### src/rtl/mem_responder.sv
// Memory-side responder for fetch/load/store requests with fixed access latency and a
// code-protection check that blocks low-IP stores into the low address region.
module mem_responder #(
  parameter int ADDR_W  = 16,
  parameter int DATA_W  = 16,
  parameter int DEPTH   = 256,
  parameter int LATENCY = 2,
  parameter int PROT_K  = 4
) (
  input  logic              clk,
  input  logic              rst_n,
  input  logic              req_valid,
  output logic              req_ready,
  input  logic              req_we,
  input  logic [ADDR_W-1:0] req_addr,
  input  logic [DATA_W-1:0] req_wdata,
  input  logic [ADDR_W-1:0] req_src_ip,
  output logic              rsp_valid,
  input  logic              rsp_ready,
  output logic [DATA_W-1:0] rsp_rdata,
  output logic              rsp_err,
  output logic              fault_irq,
  output logic [ADDR_W-1:0] fault_addr
);

  localparam int MEM_AW = (DEPTH > 1) ? $clog2(DEPTH) : 1;
  // Two extra bits so PROT_K*4 and DEPTH never wrap against ADDR_W-wide operands
  localparam logic [ADDR_W+1:0] PROT_LIM  = (ADDR_W+2)'(PROT_K * 4);
  localparam logic [ADDR_W:0]   DEPTH_LIM = (ADDR_W+1)'(DEPTH);
  localparam logic [3:0]        CNT_INIT  = 4'(LATENCY - 1);

  typedef enum logic [1:0] {
    IDLE = 2'd0,
    WAIT = 2'd1,
    RESP = 2'd2
  } state_t;

  state_t            state_r;
  logic [3:0]        cnt_r;
  logic [DATA_W-1:0] mem_r [DEPTH];
  logic [DATA_W-1:0] rdata_r;
  logic              err_r;
  logic              viol_r;

  logic [ADDR_W-2:0] idx_s;
  logic              misaligned_s;
  logic              out_of_range_s;
  logic              src_prot_s;
  logic              dst_prot_s;
  logic              err_s;
  logic              viol_s;
  logic              access_s;
  logic              accept_s;
  logic              wr_en_s;
  logic [DATA_W-1:0] load_data_s;

  // Request classification; misaligned, then range, then protection
  always_comb begin
    idx_s          = req_addr[ADDR_W-1:1];
    misaligned_s   = req_addr[0];
    out_of_range_s = ({2'b00, idx_s} >= DEPTH_LIM);
    src_prot_s     = ({2'b00, req_src_ip} < PROT_LIM);
    dst_prot_s     = ({2'b00, req_addr} < PROT_LIM);
    accept_s       = (state_r == IDLE) && req_valid && req_ready;
    err_s          = 1'b0;
    viol_s         = 1'b0;
    access_s       = 1'b0;
    if (misaligned_s || out_of_range_s) begin
      err_s = 1'b1;
    end else if (req_we && src_prot_s && dst_prot_s) begin
      err_s  = 1'b1;
      viol_s = 1'b1;
    end else begin
      access_s = 1'b1;
    end
    wr_en_s = accept_s && access_s && req_we;
    if (access_s && !req_we) begin
      load_data_s = mem_r[idx_s[MEM_AW-1:0]];
    end else begin
      load_data_s = {DATA_W{1'b0}};
    end
  end

  // Word array write port; contents survive reset
  always_ff @(posedge clk) begin
    if (rst_n && wr_en_s) begin
      mem_r[idx_s[MEM_AW-1:0]] <= req_wdata;
    end
  end

  // Control FSM with registered handshake and response outputs
  always_ff @(posedge clk) begin
    if (!rst_n) begin
      state_r    <= IDLE;
      cnt_r      <= 4'd0;
      rdata_r    <= {DATA_W{1'b0}};
      err_r      <= 1'b0;
      viol_r     <= 1'b0;
      req_ready  <= 1'b1;
      rsp_valid  <= 1'b0;
      rsp_rdata  <= {DATA_W{1'b0}};
      rsp_err    <= 1'b0;
      fault_irq  <= 1'b0;
      fault_addr <= {ADDR_W{1'b0}};
    end else begin
      case (state_r)
        IDLE: begin
          if (accept_s) begin
            rdata_r   <= load_data_s;
            err_r     <= err_s;
            viol_r    <= viol_s;
            req_ready <= 1'b0;
            if (viol_s) begin
              fault_addr <= req_addr;
            end
            if (LATENCY == 1) begin
              state_r   <= RESP;
              rsp_valid <= 1'b1;
              rsp_rdata <= load_data_s;
              rsp_err   <= err_s;
              fault_irq <= viol_s;
            end else begin
              state_r <= WAIT;
              cnt_r   <= CNT_INIT;
            end
          end
        end
        WAIT: begin
          if (cnt_r == 4'd1) begin
            state_r   <= RESP;
            rsp_valid <= 1'b1;
            rsp_rdata <= rdata_r;
            rsp_err   <= err_r;
            fault_irq <= viol_r;
          end else begin
            cnt_r <= cnt_r - 4'd1;
          end
        end
        RESP: begin
          // The interrupt marks only the first response cycle
          fault_irq <= 1'b0;
          if (rsp_ready) begin
            state_r   <= IDLE;
            req_ready <= 1'b1;
            rsp_valid <= 1'b0;
            rsp_rdata <= {DATA_W{1'b0}};
            rsp_err   <= 1'b0;
          end
        end
        default: begin
          state_r   <= IDLE;
          req_ready <= 1'b1;
          rsp_valid <= 1'b0;
          rsp_rdata <= {DATA_W{1'b0}};
          rsp_err   <= 1'b0;
          fault_irq <= 1'b0;
        end
      endcase
    end
  end

endmodule
### config.mk
export PLATFORM = sky130hd
export DESIGN_NAME = mem_responder
export DESIGN_NICKNAME = d
export VERILOG_FILES = /design/src/rtl/mem_responder.sv
export SDC_FILE = /design/constraint.sdc
export NUM_CORES = 2
export LEC_CHECK = 0
export ABC_AREA = 1
export CORE_ASPECT_RATIO = 2
export CORE_UTILIZATION = 30
export CTS_CLUSTER_SIZE = 16
export DETAILED_ROUTE_END_ITERATION = 10
export HOLD_SLACK_MARGIN = 0.06
export PLACE_DENSITY = 0.44
export RECOVER_POWER = 50
export SYNTH_ARGS = -nofsm -noshare
export SYNTH_HDL_FRONTEND = slang
export SYNTH_SLANG_ARGS = --single-unit
### constraint.sdc
create_clock -name clk -period 6.2 [get_ports clk]
set_input_delay 1.55 -clock clk [delete_from_list [all_inputs] [get_ports clk]]
set_output_delay 1.55 -clock clk [all_outputs]
set_load 0.01 [all_outputs]
==> run metrics <==
outcome=finished with violations; failing checks=capacitance limit, slew limit; via density per instance=4.77; Pint=45800 uW; CTS Buf Count=408; most frequent CP cell=clkbuf_1; clk slew on worst S/H paths=60 ps; largest net degree at the start of global routing=138; number of synthesized register bits=4156; dpl cell area=0.181 sq mm; Crit Path Category=primary input to flip-flop; Post-Synthesis Cells=14.8k; WL/cell=26.0 um; WP data arrival=6000 ps; largest cells by area after synthesis=edfxtp_1 (73%), nor2_1 (9.8%), nand2_1 (7.3%); Rows=388; GRT Overall Usage=21.0%; Crit Path Max Fanout=53; CTS sink cnt=4156; chip height=1060 um; Max Cap Viol=31; root buffer cell=clkbuf_16; Final Cell Area=0.194 sq mm; Critical Path End Type=flip-flop; Clock Path Buffers=5; Tmin final=5490 ps; RSZ-0062 raised after global routing=false; Core Area=0.557 sq mm; leakage power=0.0698 uW; share of the synthesized area in the top cell type=73.4%; CP Cell Sequence=clkbuf_1 > clkbuf_1; die width=531 um; DIE AREA=0.562 sq mm; antenna viol nets, final=0; drt first pass iters=6; max-slew violations=1732; Post-Route Setup TNS=0 ps; Placer Congestion=0.857; Avg Cell Area, Syn=11.3 sq um; Post-CTS Resized=0; CTS tree=yes; Startpoint Class=primary input; Final nets=15.3k; net switching power=14000 uW; Comb pwr share=6.4%; Clk pwr share=41.9%; Yosys top cell by area=edfxtp_1; Synth warnings=0; Area growth, synth to finish=15.6%; post-CTS setup repair buffer count=0; Slew HR=-229%; syn nets=14.9k; switching share of power=23.4%; Ports=89; vias in the first global route=108k; Post-synth top cells=nor2_1 (4389), edfxtp_1 (4096), nand2_1 (3241); CP bufs+invs=2; IO Port Bufs=84; CP top delay family=buffers and inverters; Slew @ Worst Pin=4940 ps; final wirelength=597000 um; # DRC=0; initial core utilization=30.1%; final period utilization=88.6%; hold_buf cts=0; layout cells sized above 1=8.43%; post-synthesis sequential area ratio=74.1%; first-pass GRT wire length=832000 um; EDFF count, synth=4096; via count=109k; Final setup violation count=0; CP max-delay cell=clkbuf_1; Clock Skew=62.2 ps; Peak Freq=182 MHz; HP Class=flip-flop to flip-flop; Post-Syn Area=0.168 sq mm; dpl hpwl=372000 um; sequential power share=51.7%; post-synth cell types=32; initial antenna violation count=23; top-count cell post-synth=nor2_1; H-tree levels=5; Max rail drop VDD=227 uV; Iter 0 DRT Violations=8630; Pwr Density=308 mW/mm^2; worst skew pair latency=1030 ps; ys async rst share=0%; CP Data Required Time=6700 ps; delay of the slowest critical-path stage=2610 ps; GRT overflow=0; Fin. Hold Viols=0; predominant post-synthesis flop cell=edfxtp_1
## logic make-up after synthesis
group                    Yosys count  share of synthesized area, %
adder cells (fa/ha/maj)            2                        0.0149
AO/OA/AOI/OAI                   1820                          5.53
buffers and inverters           1084                          2.86
XOR/XNOR                           1                       0.00523
flip-flops                      4156                          74.1
AND/OR/NAND/NOR                 7750                          17.5
## final timing paths
check                                           startpoint  cells past startpoint  slack, ps                         end
worst max register to register     state_r[1]$_SDFFE_PN0P_                     12       2100     mem_r[234][5]$_DFFE_PP_
worst min-delay path            fault_addr[0]$_SDFFE_PN0P_                      2        450  fault_addr[0]$_SDFFE_PN0P_
worst max-delay path                          req_wdata[4]                      2        710     mem_r[136][4]$_DFFE_PP_
worst min register to register  fault_addr[0]$_SDFFE_PN0P_                      2        450  fault_addr[0]$_SDFFE_PN0P_
## flip-flops by register name (all words and copies together) (netlist names)
register    cells
mem_r        4096
fault_addr     16
rdata_r        16
rsp_rdata      16
cnt_r           4
state_r         2
err_r           1
fault_irq       1
req_ready       1
rsp_err         1
rsp_valid       1
viol_r          1
## power by group through the flow
stage               Combinational [uW]  Sequential (uW)  Clock, uW
floorplan                         1640            31500          0
global placement                  3880            31500          0
global route                      4060            30900      26400
detailed placement                3880            31500          0
CTS                               3890            30900      25500
finish                            3800            30900      25000
## per-stage QoR
step                      setup WS [ps]  instances  utilization (%)  total power (uW)  hold slack [ps]
after floorplan                    2200      14813                -             33100              426
after global placement              660      22200             32.5             35300              442
after detailed placement            635      22200             32.5             35300              436
after CTS                          1690      22931             34.8             60300              456
after global routing                758      22934             34.8             61400              470
final                               708      22942             34.8             59700              449
## cells in the final DEF, fill, tap and decap left out, types with 7 or more instances in the layout
cell type,count
a21oi_1,29
buf_12,118
buf_4,544
bufinv_16,44
clkbuf_1,113
clkbuf_16,412
clkbuf_2,14
clkdlybuf4s50_1,58
clkinv_1,92
clkinv_2,74
clkinvlp_4,11
dfxtp_1,60
diode_2,11
dlygate4sd3_1,8
edfxtp_1,4096
inv_1,272
inv_6,7
nand2_1,3222
nand2_2,12
nand2_4,8
nand3_1,55
nand4_1,28
nor2_1,4376
nor2_2,8
o211ai_1,16
o21ai_0,1161
o21ai_1,550
o21bai_1,32
o22ai_1,30
or2_2,22
## layer usage
metal  global-route usage, %  vias to the layer above  share of wire [%]  wire [um]
li1                        -                    50788                  -          -
met1                    23.2                    55298                 37     222000
met2                    39.1                     2564                 53     318000
met3                    2.21                      834                3.8      22800
met4                    11.0                        0                5.8      34400
met5                       0                        -                  0          0
## final cells by class
cell class              instances  area (sq um)
flip-flops and latches       4156        124000
clock inverters               229          2250
well taps                    7410          9270
fillers                     55786        364000
repair buffers                776          7380
clock buffers                 502         10700
inverters                     285          1100
multi-input cells            9573         38800
diodes                         11          27.5
No activity file was read; power rests on OpenSTA's default activity.
